**src/rtl/inbound_rx_decoder.sv**
```systemverilog
// Receive-side TLP decoder: single-DW BAR0 MRd32/MWr32 become register writes or
// completion requests for INBOUND_FSM; every other TLP is drained and counted.
module inbound_rx_decoder #(
  parameter int UNSUP_CNT_W = 8
) (
  input  logic                   clk,
  input  logic                   rst,
  input  logic [31:0]            trn_rd,
  input  logic                   trn_rsof_n,
  input  logic                   trn_reof_n,
  input  logic                   trn_rsrc_rdy_n,
  input  logic                   trn_rsrc_dsc_n,
  input  logic [6:0]             trn_rbar_hit_n,
  output logic                   trn_rdst_rdy_n,
  output logic                   trn_rnp_ok_n,
  input  logic                   rx_np_ok_i,
  output logic [10:0]            wr_addr_o,
  output logic [7:0]             wr_be_o,
  output logic [31:0]            wr_data_o,
  output logic                   wr_en_o,
  input  logic                   wr_busy_i,
  output logic                   req_compl_o,
  output logic                   req_compl_with_data_o,
  input  logic                   compl_done_i,
  output logic [10:0]            rd_addr_o,
  output logic [3:0]             rd_be_o,
  output logic [2:0]             req_tc_o,
  output logic                   req_td_o,
  output logic                   req_ep_o,
  output logic [1:0]             req_attr_o,
  output logic [9:0]             req_len_o,
  output logic [15:0]            req_rid_o,
  output logic [7:0]             req_tag_o,
  output logic [7:0]             req_be_o,
  output logic [12:0]            req_addr_o,
  output logic [UNSUP_CNT_W-1:0] unsup_cnt_o
);

  typedef enum logic [2:0] {
    S_IDLE, S_HDR1, S_HDR2, S_WR_DATA, S_WR_STROBE, S_WR_WAIT, S_RD_WAIT, S_DISCARD
  } state_e;

  state_e                 state_q, state_d;
  logic                   rdst_rdy_n_q, rdst_rdy_n_d;
  logic [UNSUP_CNT_W-1:0] unsup_cnt_q, unsup_cnt_d;

  logic [6:0]  fmt_type_q;
  logic [2:0]  tc_q;
  logic        td_q, ep_q, bar0_q;
  logic [1:0]  attr_q;
  logic [9:0]  len_q;
  logic [15:0] rid_q;
  logic [7:0]  tag_q;
  logic [3:0]  last_be_q, first_be_q;
  logic [10:0] addr_q;
  logic [31:0] data_q;

  logic accept, sof, eof, dsc, mrd_ok, mwr_ok, unsup_inc;
  logic unused_bar_hits;

  assign accept = ~trn_rsrc_rdy_n & ~rdst_rdy_n_q;
  assign sof    = ~trn_rsof_n;
  assign eof    = ~trn_reof_n;
  assign dsc    = ~trn_rsrc_dsc_n;
  assign mrd_ok = (fmt_type_q == 7'h00) && (len_q == 10'd1) && bar0_q;
  assign mwr_ok = (fmt_type_q == 7'h40) && (len_q == 10'd1) && bar0_q;
  assign unused_bar_hits = &trn_rbar_hit_n[6:1];

  always_ff @(posedge clk) begin
    if (rst) begin
      state_q      <= S_IDLE;
      rdst_rdy_n_q <= 1'b1;
      unsup_cnt_q  <= '0;
    end else begin
      state_q      <= state_d;
      rdst_rdy_n_q <= rdst_rdy_n_d;
      unsup_cnt_q  <= unsup_cnt_d;
    end
  end

  // Discontinue wins over every other decision on the beat that carries it.
  always_comb begin
    state_d   = state_q;
    unsup_inc = 1'b0;
    case (state_q)
      S_IDLE:    if (accept && sof) state_d = S_HDR1;
      S_HDR1:    if (accept) state_d = dsc ? S_IDLE : S_HDR2;
      S_HDR2: begin
        if (accept) begin
          if (dsc)                state_d = S_IDLE;
          else if (mrd_ok && eof) state_d = S_RD_WAIT;
          else if (mwr_ok)        state_d = S_WR_DATA;
          else begin
            unsup_inc = 1'b1;
            state_d   = eof ? S_IDLE : S_DISCARD;
          end
        end
      end
      S_WR_DATA: begin
        if (accept) begin
          if (dsc)      state_d = S_IDLE;
          else if (eof) state_d = S_WR_STROBE;
        end
      end
      S_WR_STROBE: state_d = S_WR_WAIT;
      S_WR_WAIT:   if (!wr_busy_i) state_d = S_IDLE;
      S_RD_WAIT:   if (compl_done_i) state_d = S_IDLE;
      S_DISCARD:   if (accept && (dsc || eof)) state_d = S_IDLE;
      default:     state_d = S_IDLE;
    endcase
  end

  always_comb begin
    rdst_rdy_n_d = (state_d == S_WR_STROBE) || (state_d == S_WR_WAIT) ||
                   (state_d == S_RD_WAIT);
    unsup_cnt_d  = (unsup_inc && !(&unsup_cnt_q)) ? unsup_cnt_q + UNSUP_CNT_W'(1)
                                                  : unsup_cnt_q;
  end

  always_comb begin
    wr_en_o               = 1'b0;
    req_compl_o           = 1'b0;
    req_compl_with_data_o = 1'b0;
    case (state_q)
      S_WR_STROBE: wr_en_o = 1'b1;
      S_RD_WAIT: begin
        req_compl_o           = 1'b1;
        req_compl_with_data_o = 1'b1;
      end
      default: ;
    endcase
  end

  // Header fields only load on accepted beats, so they hold through stalls and waits.
  always_ff @(posedge clk) begin
    if (rst) begin
      fmt_type_q <= '0;
      tc_q       <= '0;
      td_q       <= 1'b0;
      ep_q       <= 1'b0;
      attr_q     <= '0;
      len_q      <= '0;
      bar0_q     <= 1'b0;
      rid_q      <= '0;
      tag_q      <= '0;
      last_be_q  <= '0;
      first_be_q <= '0;
      addr_q     <= '0;
      data_q     <= '0;
    end else if (accept) begin
      case (state_q)
        S_IDLE: begin
          if (sof) begin
            fmt_type_q <= trn_rd[30:24];
            tc_q       <= trn_rd[22:20];
            td_q       <= trn_rd[15];
            ep_q       <= trn_rd[14];
            attr_q     <= trn_rd[13:12];
            len_q      <= trn_rd[9:0];
            bar0_q     <= ~trn_rbar_hit_n[0];
          end
        end
        S_HDR1: begin
          rid_q      <= trn_rd[31:16];
          tag_q      <= trn_rd[15:8];
          last_be_q  <= trn_rd[7:4];
          first_be_q <= trn_rd[3:0];
        end
        S_HDR2:    addr_q <= trn_rd[12:2];
        S_WR_DATA: if (eof) data_q <= trn_rd;
        default: ;
      endcase
    end
  end

  assign trn_rdst_rdy_n = rdst_rdy_n_q;
  assign trn_rnp_ok_n   = ~rx_np_ok_i;
  assign unsup_cnt_o    = unsup_cnt_q;
  assign wr_addr_o      = addr_q;
  assign wr_be_o        = {4'h0, first_be_q};
  assign wr_data_o      = data_q;
  assign rd_addr_o      = addr_q;
  assign rd_be_o        = first_be_q;
  assign req_tc_o       = tc_q;
  assign req_td_o       = td_q;
  assign req_ep_o       = ep_q;
  assign req_attr_o     = attr_q;
  assign req_len_o      = len_q;
  assign req_rid_o      = rid_q;
  assign req_tag_o      = tag_q;
  assign req_be_o       = {last_be_q, first_be_q};
  assign req_addr_o     = {addr_q, 2'b00};

endmodule

```
**config.mk**
```make
export PLATFORM = sky130hd
export DESIGN_NAME = inbound_rx_decoder
export DESIGN_NICKNAME = d
export VERILOG_FILES = /design/src/rtl/inbound_rx_decoder.sv
export SDC_FILE = /design/constraint.sdc
export NUM_CORES = 1
export LEC_CHECK = 0
export CAP_MARGIN = 10
export CORE_MARGIN = 2
export CORE_UTILIZATION = 30
export DETAILED_ROUTE_END_ITERATION = 8
export SYNTH_ARGS = -nofsm -noshare
export SYNTH_HDL_FRONTEND = slang
export SYNTH_SLANG_ARGS = --single-unit
```
**constraint.sdc**
```tcl
create_clock -name clk -period 4.3 [get_ports clk]
set_input_delay 0.645 -clock clk [delete_from_list [all_inputs] [get_ports clk]]
set_output_delay 0.645 -clock clk [all_outputs]
set_load 0.005 [all_outputs]
```
==> impl_metrics.csv, run 1 <==
group,metric,value,unit
outcome,status,"completed",
grt,grt_max_degree,66,
detailed_routing,route.met2.wl,6.360,mm
cts,cts_tree,"built",
worst_hold_path,holdPathStages,2,
worst_hold_path,hp-start,"fmt_type_q[4]",
cts,cts_sinks,112,
critical_path,r2r_end,"trn_rdst_rdy_n",
critical_path,critPathMostFrequentCell,"nand2_1",
cts,cts_buffer_depth,2,
floorplan,die_x,127.1,um
floorplan,rows,44,
grt,grt_pass1_wl,21.20,mm
logic_synthesis,synthFlopType,"dfxtp_1",
logic_synthesis,synth.top_cell.area_share,49.33,%
layout,area_growth,41.48,%
logic_synthesis,synthArstFlopShare,0,%
critical_path,r2r_start,"state_q[1]",
critical_path,cp-start-kind,"primary input",
critical_path,cpMaxStageDelayCell,"nand2_1",
placement,dp_slack,1470,ps
grt,antenna_found_initial,0,
critical_path,rrSetupSlack,2180,ps
floorplan,core_area,14640,um^2
layout,final_nets,741,
critical_path,cpPeakStageDelay,590,ps
sta,post-route-min-period,2449,ps
logic_synthesis,synth-seq-area-share,49.33,%
placement,place_hpwl,9.494,mm
logic_synthesis,yosysWarnings,0,
logic_synthesis,synth-edff-count,0,
logic_synthesis,yosys.area.top_type,"dfxtp_1",
sta,hold_viol_final,0,
sta,layout_setup_ws,1851,ps
critical_path,critPathKind,"primary input to register",
cts,post_cts_buffers,0,
sta,setup_viol,0,
placement,dp.cells,865,
detailed_routing,dr.pass1.iters,4,
detailed_routing,via_per_inst,4.789,
placement,globalplace.congestion,0.8924,
sta,tightest_slew,866.7,ps
floorplan,dieArea,16150,um^2
critical_path,crit_path_max_fanout,24,
power,p_total,1.990,mW
cts,cts_resized,0,
logic_synthesis,synth-seq-cells,112,
detailed_routing,route.met3.wl,1.059,mm
critical_path,arrival,2650,ps
power,power.density,309.4,nW/um^2
worst_hold_path,whs_endpoint,"fmt_type_q[4]",
layout,fin_area,6431,um^2
worst_hold_path,min_path_type,"register to register",
sta,timing.fmax,0.4083,GHz
detailed_routing,wl_per_cell,15.28,um
sta,final.setup_skew,8.120,ps
job,cap_violations,0,
sta,rsz0062_at_grt,"false",
detailed_routing,drt-initial-drc-count,259,
logic_synthesis,netlist_area,4546,um^2
sta,setup_tns,0,ps
sta,slew_headroom,42.08,%
layout,utilization,43.92,%
placement,port-buffer-count,176,
sta,hold_slack,454.1,ps
critical_path,crit_buf_inv,1,
layout,final_cells,880,
detailed_routing,drc,0,
critical_path,required,4500,ps
logic_synthesis,synth_area_leaders,"dfxtp_1 (49%), nand2_1 (15%), a21oi_1 (10%)",
detailed_routing,drtAntennaViolNets,0,
critical_path,end_kind,"register",
detailed_routing,vias,4214,
critical_path,cp.depth,6,
layout,diodes,0,
floorplan,num_io_pins,189,
layout,drive_gt1_share,3.879,%
sta,drv_slew,0,
cts,htree_levels,3,
cts,clkLatencyLatePin,350,ps
floorplan,initial_utilization,31.04,%
logic_synthesis,postSynthAreaPerCell,8.003,um^2
placement,placed_area,6152,um^2
grt,grt_pass1_vias,4067,
power,vdd.ir_drop.worst,0.2536,mV
detailed_routing,drt-total-wl,13.44,mm
cts,clk_pin_slew,80,ps
power,p_leak,2.117,nW
detailed_routing,wl_met1,5.800,mm
detailed_routing,highest-signal-layer,"met4",
logic_synthesis,netlist_instances,568,
grt,grt_overflow,0,
critical_path,crit_chain,"clkdlybuf4s50_1 -> or2_2 -> nor3_1 -> nand2_1 -> nand2_1 -> a21oi_1",
critical_path,crit_family,"simple AND/OR/NAND/NOR gates",
grt,grtUsageTotal,16.57,%
floorplan,die_y,127.1,um
cts,cts_buffers,9,
cts,hold_buffers,0,
logic_synthesis,synthDistinctLibCells,43,
critical_path,worst-r2r-cell-count,5,
sta,fin_crit_sh,56.95,%
cts,clockRootBuffer,"clkbuf_16",
registers in the layout, summed over array words and instances, names as in the netlist:
signal and flops:
wr_data_o 32, req_rid_o 16, rd_addr_o 11, req_len_o 10
req_tag_o 8, unsup_cnt_o 8, fmt_type_q 7, last_be_q 4
rd_be_o 4, req_tc_o 3, state_q 3, req_attr_o 2
bar0_q 1, req_ep_o 1, req_td_o 1, trn_rdst_rdy_n 1
cell usage after synthesis (3+ instances only):
| master | n |
|---|---|
| nor2b_1 | 5 |
| a21oi_1 | 94 |
| inv_1 | 5 |
| o31ai_1 | 5 |
| or4_1 | 4 |
| clkbuf_1 | 24 |
| and3_1 | 4 |
| mux2_2 | 3 |
| o21ai_0 | 4 |
| dfxtp_1 | 112 |
| nor2_1 | 20 |
| nand3_1 | 7 |
| buf_4 | 40 |
| buf_2 | 9 |
| nor3_1 | 9 |
| mux2i_1 | 11 |
| nand2_1 | 180 |
cells in the final DEF (no fill, tap or decap), drive strengths merged, types with 6 or more instances in the layout:
| cell | Yosys | routed |
|---|---|---|
| nand2 | 180 | 180 |
| clkdlybuf4s50 | 0 | 175 |
| dfxtp | 112 | 112 |
| a21oi | 94 | 94 |
| nor2 | 20 | 20 |
| mux2i | 11 | 11 |
| clkbuf | 24 | 10 |
| nor3 | 9 | 9 |
| inv | 5 | 8 |
| nand3 | 7 | 7 |
| buf | 50 | 7 |
| conb | 1 | 6 |
where the power goes:
group          switching [mW]  internal, mW  total (mW)  leakage (nW)
Clock                   0.384         0.412       0.796         0.140
Combinational          0.0692        0.0654       0.135          1.07
Sequential             0.0101          1.05        1.06         0.904
worst min-delay path, cell delays in order, from the launching register on:
cell     delay [ps]
dfxtp_1         310
nand2_1          50
a21oi_1          50
kinds of logic (layout without fill, tap and decap cells):
family,after synthesis,count (layout),share of synthesized area (%)
simple gates,244,244,22.82
other cells,1,6,0.08250
mux,14,14,3.165
compound gates,117,117,14.09
flops,112,112,49.33
fa+ha+maj,1,1,0.2752
buf+inv,79,202,10.24
area by class of cell:
class                   instances  area [um^2]
fillers                      1444         8213
inverters                       5        18.77
flip-flops and latches        112         2242
clock buffers                  10        239.0
clock inverters                 5        40.04
repair buffers                182         1804
multi-input cells             382         1857
well taps                     184        230.2
layer usage:
layer	vias up	GRT usage (%)
met5	-	0
met2	159	27.86
met3	17	5.611
li1	2087	-
met4	0	5.365
met1	1951	20.02
how the worst max path moves through the flow:
stage | slack, ps | startpoint | end
after floorplan | 2370 | trn_rsrc_rdy_n | unsup_cnt_o[3]
after global placement | 1500 | trn_rsrc_rdy_n | fmt_type_q[6]
after detailed placement | 1470 | trn_rsrc_rdy_n | req_len_o[4]
after CTS | 1850 | trn_rsrc_rdy_n | req_len_o[4]
after global routing | 1670 | trn_rsrc_rdy_n | wr_data_o[21]
final | 1850 | trn_rsrc_rdy_n | req_len_o[4]
(Power assumes the default switching activity.)
==> run 2, diff against run 1 <==
clock period = 2.2 ns   (was 4.3 ns; I/O delays follow)
==> impl_metrics.csv, run 2 (same netlist as run 1, synthesis figures left out) <==
group,metric,value,unit
outcome,status,"completed",
floorplan,die_x,127.1,um
critical_path,setup.worst_path.end,"unsup_cnt_o[7]",
critical_path,crit_path_max_fanout,13,
floorplan,die_y,127.1,um
layout,layout_commonest_cell,"nand2_1",
critical_path,required,2440,ps
placement,globalplace.congestion,0.8403,
layout,final_nets,752,
layout,diodes,0,
cts,clkLatencyLatePin,340,ps
floorplan,num_io_pins,189,
job,cap_violations,0,
sta,rsz0062_at_grt,"false",
critical_path,startpoint,"req_len_o[0]",
critical_path,r2r_start,"req_len_o[0]",
layout,fillCellCount,1436,
sta,final.setup_skew,6.547,ps
cts,htree_levels,3,
sta,setup_viol,0,
sta,timing.fmax,0.4820,GHz
sta,hold_viol_final,0,
floorplan,dieArea,16150,um^2
critical_path,end_kind,"register",
layout,area_growth,45.36,%
detailed_routing,via_per_inst,4.868,
critical_path,worst-r2r-cell-count,5,
cts,clockRootBuffer,"clkbuf_16",
critical_path,r2r_end,"unsup_cnt_o[7]",
grt,grt_pass1_vias,4145,
sta,tightest_slew,570.2,ps
grt,grt_pass1_wl,21.56,mm
placement,place_hpwl,9.676,mm
power,vdd.ir_drop.worst,0.5211,mV
layout,largest_register_ffs,32,
floorplan,initial_utilization,31.04,%
grt,grtUsageTotal,16.79,%
power,power.density,620.3,nW/um^2
cts,post_cts_buffers,0,
grt,grt_overflow,0,
sta,fin_crit_sh,94.30,%
detailed_routing,wl_per_cell,15.29,um
detailed_routing,drt-initial-drc-count,267,
cts,cts_buffers,9,
sta,drv_slew,0,
grt,antenna_found_initial,0,
grt,grt_max_degree,49,
detailed_routing,drc,0,
layout,final_cell_mix,"nand2_1 (180), clkdlybuf4s50_1 (175), dfxtp_1 (111)",
detailed_routing,drt-total-wl,13.64,mm
power,p_leak,2.203,nW
cts,clk_pin_slew,70,ps
critical_path,rrSetupSlack,130,ps
critical_path,cp-start-kind,"register",
critical_path,critPathKind,"register to register",
sta,post-route-min-period,2075,ps
worst_hold_path,holdPathStages,2,
detailed_routing,vias,4342,
layout,utilization,45.12,%
cts,cts_sinks,112,
layout,drive_gt1_share,5.508,%
detailed_routing,drtAntennaViolNets,0,
critical_path,arrival,2310,ps
worst_hold_path,min_path_type,"primary input to register",
cts,cts_tree,"built",
sta,setup_tns,0,ps
floorplan,rows,44,
sta,slew_headroom,61.69,%
detailed_routing,dr.pass1.iters,7,
cts,cts_buffer_depth,2,
placement,port-buffer-count,176,
floorplan,core_area,14640,um^2
## run 2: cell types whose count changed in the layout (fill, tap and decap cells not counted)
cell | before | now
dfxtp_1 | 112 | 111
dfxtp_2 | 0 | 1
buf_12 | 0 | 4
clkinv_4 | 1 | 0
buf_4 | 7 | 14
clkbuf_1 | 0 | 1
clkinv_2 | 1 | 2
bufinv_16 | 0 | 2
inv_6 | 3 | 1
## run 2: cell type report
| cell class | instances | area, um^2 | share of cell area (%) |
|---|---|---|---|
| Sequential cell | 112 | 2243 | 33.95 |
| Timing Repair Buffer | 193 | 1937 | 29.31 |
| Tap cell | 184 | 230.2 | 3.484 |
| Multi-Input combinational cell | 382 | 1857 | 28.10 |
| Inverter | 5 | 18.77 | 0.2840 |
| Clock inverter | 5 | 78.83 | 1.193 |
| Clock buffer | 11 | 242.7 | 3.674 |
## run 2: worst max-delay path, stage by stage (launching register included)
cell and delay, ps:
dfxtp_1 380, nor4bb_1 460, and4_1 370, o211a_1 390, nor3_1 100, mux2_2 280
## run 2: timing repair
action / 4_1_cts / 5_1_grt
resized for setup: 0 / 1
hold buffers: 0 / 0
setup endpoints to repair: 0 / 1
## run 2: through the flow
| stage | cells | area [um^2] | setup WS [ps] | hold slack, ps | power, mW |
|---|---|---|---|---|---|
| floorplan | 573 | 4564 | 472.9 | 425.6 | 2.217 |
| global placement | 876 | 6285 | 36.74 | 441.7 | 2.387 |
| detailed placement | 876 | 6285 | 20.32 | 445.7 | 2.391 |
| CTS | 892 | 6606 | 92.56 | 299.7 | 4.167 |
| global route | 892 | 6608 | 8.798 | 316.6 | 4.264 |
| finish | 892 | 6608 | 125.4 | 320.2 | 4.099 |
## run 2: routing by layer
layer / vias to the layer above / global-route usage, % / share of wire (%)
met4: 0 / 5.430 / 1.5
met5: - / 0 / 0
met2: 185 / 28.40 / 48
li1: 2116 / - / -
met1: 2022 / 19.64 / 42
met3: 19 / 6.449 / 9.2
## run 2: how the worst min path moves through the flow
stage | startpoint | slack [ps] | to
3_3_place_gp | wr_data_o[25] | 440 | wr_data_o[25]
3_5_place_dp | wr_data_o[24] | 450 | wr_data_o[24]
4_1_cts | rst | 300 | unsup_cnt_o[1]
6_report | rst | 320 | unsup_cnt_o[1]
5_1_grt | rst | 320 | wr_data_o[30]
2_1_floorplan | trn_rbar_hit_n[0] | 430 | bar0_q
## run 2: report_power, final
group	leakage (nW)	internal (mW)	switching, mW
registers	0.905	2.05	0.0206
logic	1.14	0.137	0.135
clock network	0.160	1.03	0.725
